[config.mk]
export PLATFORM = sky130hd
export DESIGN_NAME = icache_ctrl_flat
export DESIGN_NICKNAME = d
export VERILOG_FILES = /design/src/rtl/riscv_pkg.sv /design/src/rtl/icache_ctrl_if.sv /design/src/rtl/icache_arrays.sv /design/src/rtl/icache_ctrl.sv /design/src/flat_wrapper.sv
export SDC_FILE = /design/constraint.sdc
export NUM_CORES = 2
export LEC_CHECK = 0
export CAP_MARGIN = 0
export CORE_ASPECT_RATIO = 0.9
export CORE_MARGIN = 2
export CORE_UTILIZATION = 50
export CTS_CLUSTER_SIZE = 8
export DETAILED_ROUTE_END_ITERATION = 7
export PLACE_DENSITY = 0.66
export SYNTH_ARGS = -nofsm -noshare
export SYNTH_HDL_FRONTEND = slang
export SYNTH_SLANG_ARGS = --single-unit
export TNS_END_PERCENT = 5
[constraint.sdc]
create_clock -name clk -period 6 [get_ports clk]
set_clock_uncertainty 0.05 [all_clocks]
set_input_delay 1.2 -clock clk [delete_from_list [all_inputs] [get_ports clk]]
set_output_delay 1.2 -clock clk [all_outputs]
set_load 0.01 [all_outputs]
[src/rtl/riscv_pkg.sv]
// Shared core package: XLEN, NOP encoding and icache FSM states.
package riscv_pkg;
  localparam int XLEN = 32;
  localparam logic [31:0] INSTR_NOP = 32'h00000013;

  typedef enum logic {
    IC_IDLE,
    IC_REFILL
  } icache_state_t;
endpackage

[src/rtl/icache_ctrl_if.sv]
// Fetch lookup and memory refill signals of the instruction cache.
interface icache_ctrl_if
  import riscv_pkg::*;
();
  logic [XLEN-1:0] icache_adr_i;
  logic [31:0]     icache_instr_o;
  logic            icache_hit_o;
  logic            invalidate_i;
  logic            mem_req_o;
  logic [XLEN-1:0] mem_adr_o;
  logic            mem_ack_i;
  logic [31:0]     mem_data_i;

  modport slave (
    input  icache_adr_i, invalidate_i,
    input  mem_ack_i, mem_data_i,
    output icache_instr_o, icache_hit_o,
    output mem_req_o, mem_adr_o
  );

  modport master (
    output icache_adr_i, invalidate_i,
    output mem_ack_i, mem_data_i,
    input  icache_instr_o, icache_hit_o,
    input  mem_req_o, mem_adr_o
  );
endinterface

[src/rtl/icache_arrays.sv]
// Data/tag/valid flop arrays: one combinational read port, one write port.
module icache_arrays
  import riscv_pkg::*;
#(
  parameter int NB_LINES   = 16,
  parameter int LINE_WORDS = 4,
  parameter int IDX_W      = $clog2(NB_LINES),
  parameter int OFF_W      = $clog2(LINE_WORDS),
  parameter int TAG_W      = XLEN - IDX_W - OFF_W - 2
) (
  input  logic             clk,
  input  logic             reset,
  input  logic [IDX_W-1:0] rd_idx_i,
  input  logic [OFF_W-1:0] rd_off_i,
  input  logic [TAG_W-1:0] rd_tag_i,
  output logic             rd_hit_o,
  output logic [31:0]      rd_data_o,
  input  logic [IDX_W-1:0] wr_idx_i,
  input  logic             tag_we_i,
  input  logic [TAG_W-1:0] wr_tag_i,
  input  logic             data_we_i,
  input  logic [OFF_W-1:0] wr_off_i,
  input  logic [31:0]      wr_data_i,
  input  logic             set_valid_i,
  input  logic             inv_all_i
);
  logic [TAG_W-1:0]    tag_q  [NB_LINES];
  logic [31:0]         data_q [NB_LINES][LINE_WORDS];
  logic [NB_LINES-1:0] valid_q;

  // Tags and data carry no reset; valid bits gate them.
  always_ff @(posedge clk) begin
    if (tag_we_i)  tag_q[wr_idx_i] <= wr_tag_i;
    if (data_we_i) data_q[wr_idx_i][wr_off_i] <= wr_data_i;
  end

  always_ff @(posedge clk or posedge reset) begin
    if (reset) begin
      valid_q <= '0;
    end else if (inv_all_i) begin
      valid_q <= '0;
    end else if (tag_we_i) begin
      valid_q[wr_idx_i] <= 1'b0;
    end else if (set_valid_i) begin
      valid_q[wr_idx_i] <= 1'b1;
    end
  end

  assign rd_hit_o  = valid_q[rd_idx_i] &&
                     (tag_q[rd_idx_i] == rd_tag_i);
  assign rd_data_o = data_q[rd_idx_i][rd_off_i];
endmodule

[src/rtl/icache_ctrl.sv]
// Direct-mapped icache: combinational hit path, refill FSM, fence.i flush.
module icache_ctrl
  import riscv_pkg::*;
#(
  parameter int NB_LINES   = 16,
  parameter int LINE_WORDS = 4
) (
  input  logic         clk,
  input  logic         reset,
  icache_ctrl_if.slave bus
);
  localparam int IDX_W = $clog2(NB_LINES);
  localparam int OFF_W = $clog2(LINE_WORDS);
  localparam int TAG_W = XLEN - IDX_W - OFF_W - 2;
  localparam int LO_W  = OFF_W + 2;

  icache_state_t   state_q, state_d;
  logic [OFF_W-1:0] beat_q, beat_d;
  logic [XLEN-1:0]  base_q, base_d;
  logic             pend_q, pend_d;

  logic [IDX_W-1:0] idx;
  logic [OFF_W-1:0] off;
  logic [TAG_W-1:0] tag;
  logic             line_hit;
  logic [31:0]      line_data;
  logic             miss, last;
  logic             unused_lo;

  logic [IDX_W-1:0] wr_idx;
  logic             tag_we, data_we, set_valid;
  logic             hit, req;
  logic [31:0]      instr;
  logic [XLEN-1:0]  madr;

  assign idx = bus.icache_adr_i[LO_W +: IDX_W];
  assign off = bus.icache_adr_i[2 +: OFF_W];
  assign tag = bus.icache_adr_i[XLEN-1 -: TAG_W];
  assign unused_lo = ^bus.icache_adr_i[1:0];

  assign miss = (state_q == IC_IDLE) && !line_hit;
  assign last = (state_q == IC_REFILL) && bus.mem_ack_i &&
                (beat_q == OFF_W'(LINE_WORDS - 1));

  icache_arrays #(
    .NB_LINES   (NB_LINES),
    .LINE_WORDS (LINE_WORDS)
  ) u_arrays (
    .clk         (clk),
    .reset       (reset),
    .rd_idx_i    (idx),
    .rd_off_i    (off),
    .rd_tag_i    (tag),
    .rd_hit_o    (line_hit),
    .rd_data_o   (line_data),
    .wr_idx_i    (wr_idx),
    .tag_we_i    (tag_we),
    .wr_tag_i    (tag),
    .data_we_i   (data_we),
    .wr_off_i    (beat_q),
    .wr_data_i   (bus.mem_data_i),
    .set_valid_i (set_valid),
    .inv_all_i   (bus.invalidate_i)
  );

  always_ff @(posedge clk or posedge reset) begin
    if (reset) begin
      state_q <= IC_IDLE;
      beat_q  <= '0;
      base_q  <= '0;
      pend_q  <= 1'b0;
    end else begin
      state_q <= state_d;
      beat_q  <= beat_d;
      base_q  <= base_d;
      pend_q  <= pend_d;
    end
  end

  always_comb begin
    state_d = state_q;
    beat_d  = beat_q;
    base_d  = base_q;
    pend_d  = pend_q;
    unique case (state_q)
      IC_IDLE: begin
        if (miss) begin
          state_d = IC_REFILL;
          beat_d  = '0;
          base_d  = {bus.icache_adr_i[XLEN-1:LO_W],
                     {LO_W{1'b0}}};
          pend_d  = bus.invalidate_i;
        end
      end
      IC_REFILL: begin
        pend_d = pend_q | bus.invalidate_i;
        if (bus.mem_ack_i) beat_d = beat_q + OFF_W'(1);
        if (last) begin
          state_d = IC_IDLE;
          pend_d  = 1'b0;
        end
      end
      default: state_d = IC_IDLE;
    endcase
  end

  always_comb begin
    hit       = 1'b0;
    instr     = INSTR_NOP;
    req       = 1'b0;
    madr      = '0;
    wr_idx    = idx;
    tag_we    = 1'b0;
    data_we   = 1'b0;
    set_valid = 1'b0;
    unique case (state_q)
      IC_IDLE: begin
        hit    = line_hit;
        instr  = line_hit ? line_data : INSTR_NOP;
        tag_we = miss;
      end
      IC_REFILL: begin
        req     = 1'b1;
        madr    = base_q + XLEN'({beat_q, 2'b00});
        wr_idx  = base_q[LO_W +: IDX_W];
        data_we = bus.mem_ack_i;
        // A flush seen at any point of the refill keeps the line invalid.
        set_valid = last && !pend_q && !bus.invalidate_i;
      end
      default: ;
    endcase
  end

  assign bus.icache_hit_o   = hit;
  assign bus.icache_instr_o = instr;
  assign bus.mem_req_o      = req;
  assign bus.mem_adr_o      = madr;
endmodule

[src/flat_wrapper.sv]
// flat-port wrapper written by rule: the top's interface ports become plain ports
module icache_ctrl_flat import riscv_pkg::*;
#(
  parameter int NB_LINES   = 16,
  parameter int LINE_WORDS = 4
)
  (clk, reset, bus_icache_adr_i, bus_invalidate_i, bus_mem_ack_i, bus_mem_data_i, bus_icache_instr_o, bus_icache_hit_o, bus_mem_req_o, bus_mem_adr_o);
  icache_ctrl_if bus_i ();
  input  logic clk;
  input  logic reset;
  input wire logic [$bits(bus_i.icache_adr_i)-1:0] bus_icache_adr_i;
  input wire logic [$bits(bus_i.invalidate_i)-1:0] bus_invalidate_i;
  input wire logic [$bits(bus_i.mem_ack_i)-1:0] bus_mem_ack_i;
  input wire logic [$bits(bus_i.mem_data_i)-1:0] bus_mem_data_i;
  output wire logic [$bits(bus_i.icache_instr_o)-1:0] bus_icache_instr_o;
  output wire logic [$bits(bus_i.icache_hit_o)-1:0] bus_icache_hit_o;
  output wire logic [$bits(bus_i.mem_req_o)-1:0] bus_mem_req_o;
  output wire logic [$bits(bus_i.mem_adr_o)-1:0] bus_mem_adr_o;
  assign bus_i.icache_adr_i = bus_icache_adr_i;
  assign bus_i.invalidate_i = bus_invalidate_i;
  assign bus_i.mem_ack_i = bus_mem_ack_i;
  assign bus_i.mem_data_i = bus_mem_data_i;
  assign bus_icache_instr_o = bus_i.icache_instr_o;
  assign bus_icache_hit_o = bus_i.icache_hit_o;
  assign bus_mem_req_o = bus_i.mem_req_o;
  assign bus_mem_adr_o = bus_i.mem_adr_o;
  icache_ctrl #(.NB_LINES(NB_LINES), .LINE_WORDS(LINE_WORDS)) u_core (.clk(clk), .reset(reset), .bus(bus_i));
endmodule
Word-level counts from Yosys, hierarchy flattened
Memory sizes are Yosys's and may differ from the RTL's.
Index checks and enable logic that the tools add are counted.

storage, ports and cells
  register bits after elaboration = 48
  RAM bits = 2432
  input port bits = 68
  output and inout bits = 66
  word-level logic and storage cells = 74
  memories kept = 2

operators by class
  $add $sub $neg = 2
  magnitude comparators = 6
  equal/unequal tests = 4
  multiplexer cells = 34
  bitwise gates (word level) = 7
  reduce and logical (&&, ||, !) cells = 14

memories
  name                    depth  width  read ports  clocked after memory_dff  wr ports  RTL line             text
  u_core.u_arrays.data_q  16     128    1           0                         1         icache_arrays.sv:28  logic [31:0] data_q [NB_LINES][LINE_WORDS];
  u_core.u_arrays.tag_q   16     24     1           0                         1         icache_arrays.sv:27  logic [TAG_W-1:0] tag_q [NB_LINES];

operators with widths
  operator              number
  $mux W32              6
  $mux W128             1
  $bmux W32 S2          1
  $demux W32 S2         1
  $mux W16              3
  $add A32 B4 Y32       1
  $eq A24 B24 Y1        1
  $and A16 B16 Y16      1
  $not A16 Y16          1
  $or A16 B16 Y16       1
  $mux W1               14
  $lt A4 B5 Y1 const B  2
  $logic_and A1 B1 Y1   8
  $ge A3 B3 Y1 const B  2
  $not A2 Y3            2
  $bmux W1 S4           1
  $demux W1 S4          1
  $ge A4 B1 Y1 const B  1
  $mux W2               2
  $mux W4               1
  $pmux W1 S2           2
  $pmux W2 S2           1
  $reduce_and A2 Y1     2
  $logic_not A1 Y1      3
  8 further kinds       8

Logic depth before layout (Yosys ltp)
  depth in word-level cells = 9
  depth in mapped cells = 15
  gate-level depth less buffers = 9

By module
From an unflattened synthesis, not the netlist that was laid out.

second synthesis, totals
  cells, all modules = 3965
  area, all modules = 95731.8 µm²

by module, submodules not included
  module         instances  cells each  area each (µm²)  seq. area each (µm²)
  icache_arrays  1          3808        93956.4          73430.4
  icache_ctrl    1          157         1775.5           800.8

Worst setup path before layout
No wires, ideal clock.

  path type = input -> output
  start = in bus_icache_adr_i[5]
  end = out bus_icache_instr_o[10]
  arrival = 4233 ps
  data required time = 4750 ps
  path slack = 517 ps
  stages = 11
  path buffers = 7
  path through = buf_4 -> buf_4 -> buf_4 -> buf_4 -> clkbuf_1 -> clkbuf_1 -> clkbuf_1 -> mux4_2 -> mux4_2 -> mux4_2 -> nor2b_1

on the way
  longest elaborated chain between the ends = 6
  elaborated cells on any way between the ends = 11
  those cells by class = eq/ne: 1; mux: 7; reduce/logical: 1; memory: 2

RTL lines
  what                                          RTL line             text
  start: declaration                            flat_wrapper.sv:11   input wire logic [$bits(bus_i.icache_adr_i)-1:0] bus_icache_adr_i;
  $mem_v2 Z16 W128                              --
  $bmux W32 S2                                  icache_arrays.sv:51  assign rd_data_o = data_q[rd_idx_i][rd_off_i];
  $mux W32 (implied by the code) (2 in series)  icache_arrays.sv:51
  $mux W32 (*)                                  icache_ctrl.sv:119   instr = line_hit ? line_data : INSTR_NOP;
  $mux W32 (*)                                  icache_ctrl.sv:116   unique case (state_q)
  end: declaration                              flat_wrapper.sv:15   output wire logic [$bits(bus_i.icache_instr_o)-1:0] bus_icache_instr_o;

Mark *: on every way between the ends. The rest lies on a longest branch, timed or not. The select of a mux whose other input is x is not followed.

Final worst setup path
  start = in bus_icache_adr_i[4]
  end = out bus_icache_instr_o[6]

Same word-level chain as after synthesis.

==> results.tsv <==
metric	value	unit
cap_viol_max_count	0	
synth_top_area_share	76.18	%
p_int	31990	µW
cts.path.max_buffers	4	
gp_congestion	0.8320	
p_seq_share	48.6	%
cp-start-kind	input pin	
stdcell_count	7143	
synthSimpleGateAreaFrac	1.346	%
critPathMaxFanout	19	
reg2reg_to	u_core.base_q[11]	
fmax	166.6	MHz
irDropWorstVdd	0.0003498	V
die-area	195300	µm²
synth-xor-area-share	0.2375	%
synth_top_area_cell	edfxtp_1	
grt_max_degree	86	
synth_fa_ha_area_share	0.05221	%
fin_crit_sh	100.1	%
worstSetupPathType	in -> out	
ys_ff_latch	2480	
avgSynthCellArea	24.10	µm²
synthTopCellsByArea	edfxtp_1 (76%), mux4_2 (18%), dfrtp_1 (1.3%), mux2i_1 (0.71%), mux2_4 (0.44%)	
setup_slack	-3.523	ps
pre_cts_ws	-294.6	ps
via_count	45600	
hold_viol_final	0	
antenna_left	0	
grt_pass1_wl	341100	µm
worstHoldPathType	reg -> reg	
hpwl	132900	µm
wl_per_cell	33.59	µm
wirelength	240000	µm
cts_hold_buf	0	
first_pass_iters	5	
cts_max_level	5	
synth_compound_area_share	0.8614	%
grt_usage	24.79	%
tritoncts	done	
antenna_found_initial	19	
r2r_start	u_core.u_arrays.tag_q[5][17]	
grt_setup_unrepaired	yes	
worst_path_most_repeated_cell	buf_12	
tightestPinTransition	1234	ps
p_leak	0.03588	µW
power_frac_comb	8.9	%
ioPinCount	134	
areaGrowthSynthToFinish	17.16	%
grt_pass1_vias	46240	
synthMuxAreaShare	18.94	%
drtIter0Drc	6103	
worstHoldPathCells	1	
ff2ff_path_depth	11	
hold_path_end	u_core.base_q[27]	
r2r_slack	1890	ps
cts.clk_slew.worst_paths	50	ps
io_buffers	129	
p_sw_share	22.04	%
setup_viol	1	
post-cts-setup-buffers	0	
dp_cells	6704	
clock_power_share	42.5	%
synth_edf_count	2432	
min_period	6004	ps
synth_most_common_cell	edfxtp_1	
die_h	419.4	µm
power.switching	9048	µW
critPathMaxStageDelay	550	ps
worstSkewPairLatency	930	ps
powerDensity	365.4	nW/µm²
cpMaxStageDelayCell	clkdlybuf4s50_1	
synth_top_family_by_area	multiplexers	
initial_core_util	50.31	%
yosysSeqAreaShare	77.43	%
vias_per_cell	6.384	
fin_nets	4597	
hold_start	u_core.base_q[27]	
route.detailed.drc	0	
ys_warn_count	0	
status	finished with violations	
violations	setup timing	
cp-end-kind	output pin	
rows	152	
netlist_instances	3978	
core	190600	µm²
numCtsBuffers	360	
cts_root_buffer	clkbuf_16	
clkSinkCount	2480	
path_cells	buf_8 > buf_12 > buf_12 > mux4_2 > mux2i_1 > mux2_2 > nor4_1 > nand4_1 > a2111oi_4 > nand4_4 > or2_4 > buf_12 > nor2b_1 > clkdlybuf4s50_1	
relSlewSlack	17.72	%
drive_gt1_share	33.84	%
critPathArrivalTime	4750	ps
ys_types	62	
die_w	465.6	µm
drv_slew	0	
cp.required	4750	ps
synth_top_flop_cell	edfxtp_1	
async_flop_share	1.935	%
grt_overflow	0	
synthTopCellsByCount	edfxtp_1 (2432), mux4_2 (750), clkbuf_1 (107), nor2_1 (93), mux2i_1 (68)	
syn_area	95870	µm²
-- metrics by stage --
stage                     cell area (µm²)  power (µW)  hold slack (ps)  utilization (%)  setup TNS, ps
after floorplan                     95870       22070            423.4                -              0
after global placement             102700       23830            435.3            53.90          -9118
after detailed placement           102700       23910            434.5            53.90          -7685
after CTS                          112200       41310            450.9            58.89         -574.2
after global routing               112300       42230            459.7            58.94         -119.6
final                              112300       41040            447.7            58.94         -3.523
-- layer usage --
| layer | part of all wire, % | global-route usage (%) |
|---|---|---|
| met1 | 40 | 35.74 |
| met2 | 48 | 39.12 |
| met3 | 8.2 | 4.281 |
| met5 | 0.0092 | 0 |
| met4 | 3.1 | 7.930 |
-- cell families after synthesis --
group,after synthesis
XOR/XNOR,26
multiplexers,861
other,1
AO/OA/AOI/OAI,117
flip-flops,2480
adder cells (fa/ha/maj),4
buffers and inverters,231
AND/OR/NAND/NOR,258
-- power by group through the flow --
stage | sequential, µW | clock (µW) | combinational (µW)
2_1_floorplan | 20200 | 0 | 1890
3_3_place_gp | 20200 | 0 | 3600
3_5_place_dp | 20300 | 0 | 3640
4_1_cts | 20000 | 17700 | 3660
5_1_grt | 20000 | 18400 | 3810
6_report | 20000 | 17500 | 3630
-- repair_timing --
action | CTS | global route
resized for setup | 21 | 27
cloned | 0 | 0
pin swaps | 3 | 4
setup endpoints to repair | 32 | 23
-- state kept, by name, indices dropped and copies added, names as in the netlist --
name	cells
u_core.u_arrays.data_q	2048
u_core.u_arrays.tag_q	384
u_core.base_q	28
u_core.u_arrays.valid_q	16
u_core.beat_q	2
u_core.pend_q	1
u_core.state_q	1
-- worst max-delay path: cells and delay by family --
kind / cells / cell delay, ps
simple gates: 5 / 1230
buf+inv: 5 / 1160
mux: 3 / 780
compound gates: 1 / 350
-- cell type report --
class                           count  area [µm²]
Fill cell                       13220       78240
Sequential cell                  2480       74230
Multi-Input combinational cell   1268       21110
Clock buffer                      426        9363
Timing Repair Buffer              398        4250
Tap cell                         2541        3179
Clock inverter                      9       110.1
Inverter                           17       63.81
Antenna cell                        4       10.01
-- how the worst max path moves through the flow --
stage | start | cells past startpoint | to
2_1_floorplan | bus_icache_adr_i[5] | 11 | bus_icache_instr_o[10]
3_3_place_gp | bus_icache_adr_i[4] | 13 | bus_icache_instr_o[27]
3_5_place_dp | bus_icache_adr_i[5] | 15 | bus_icache_instr_o[15]
4_1_cts | bus_icache_adr_i[5] | 14 | bus_icache_instr_o[26]
5_1_grt | bus_icache_adr_i[4] | 14 | bus_icache_instr_o[6]
6_report | bus_icache_adr_i[4] | 14 | bus_icache_instr_o[6]
-- cells in the final DEF, fill, tap and decap left out, types with 5 or more instances in the layout --
master	synthesis	routed
dfrtp_1	48	47
buf_12	0	79
dlymetal6s2s_1	0	20
o22ai_1	16	16
and2_1	46	46
a22oi_1	9	9
o221ai_1	5	5
dlygate4sd2_1	0	9
buf_4	14	187
mux2i_1	68	67
clkbuf_1	107	61
mux2_4	28	28
inv_1	16	15
buf_2	67	33
nor2b_1	32	32
mux4_2	750	750
nor2_1	93	29
inv_6	0	5
nor2_4	0	64
a21oi_1	22	21
xor2_1	8	8
xnor2_1	18	18
o21ai_0	8	7
edfxtp_1	2432	2432
mux2_2	15	15
clkdlybuf4s50_1	0	61
or3_1	5	5
nand2_1	41	41
nand2b_1	13	13
a211oi_1	17	17
clkbuf_16	0	365
Power figures use the tool's default switching activity.
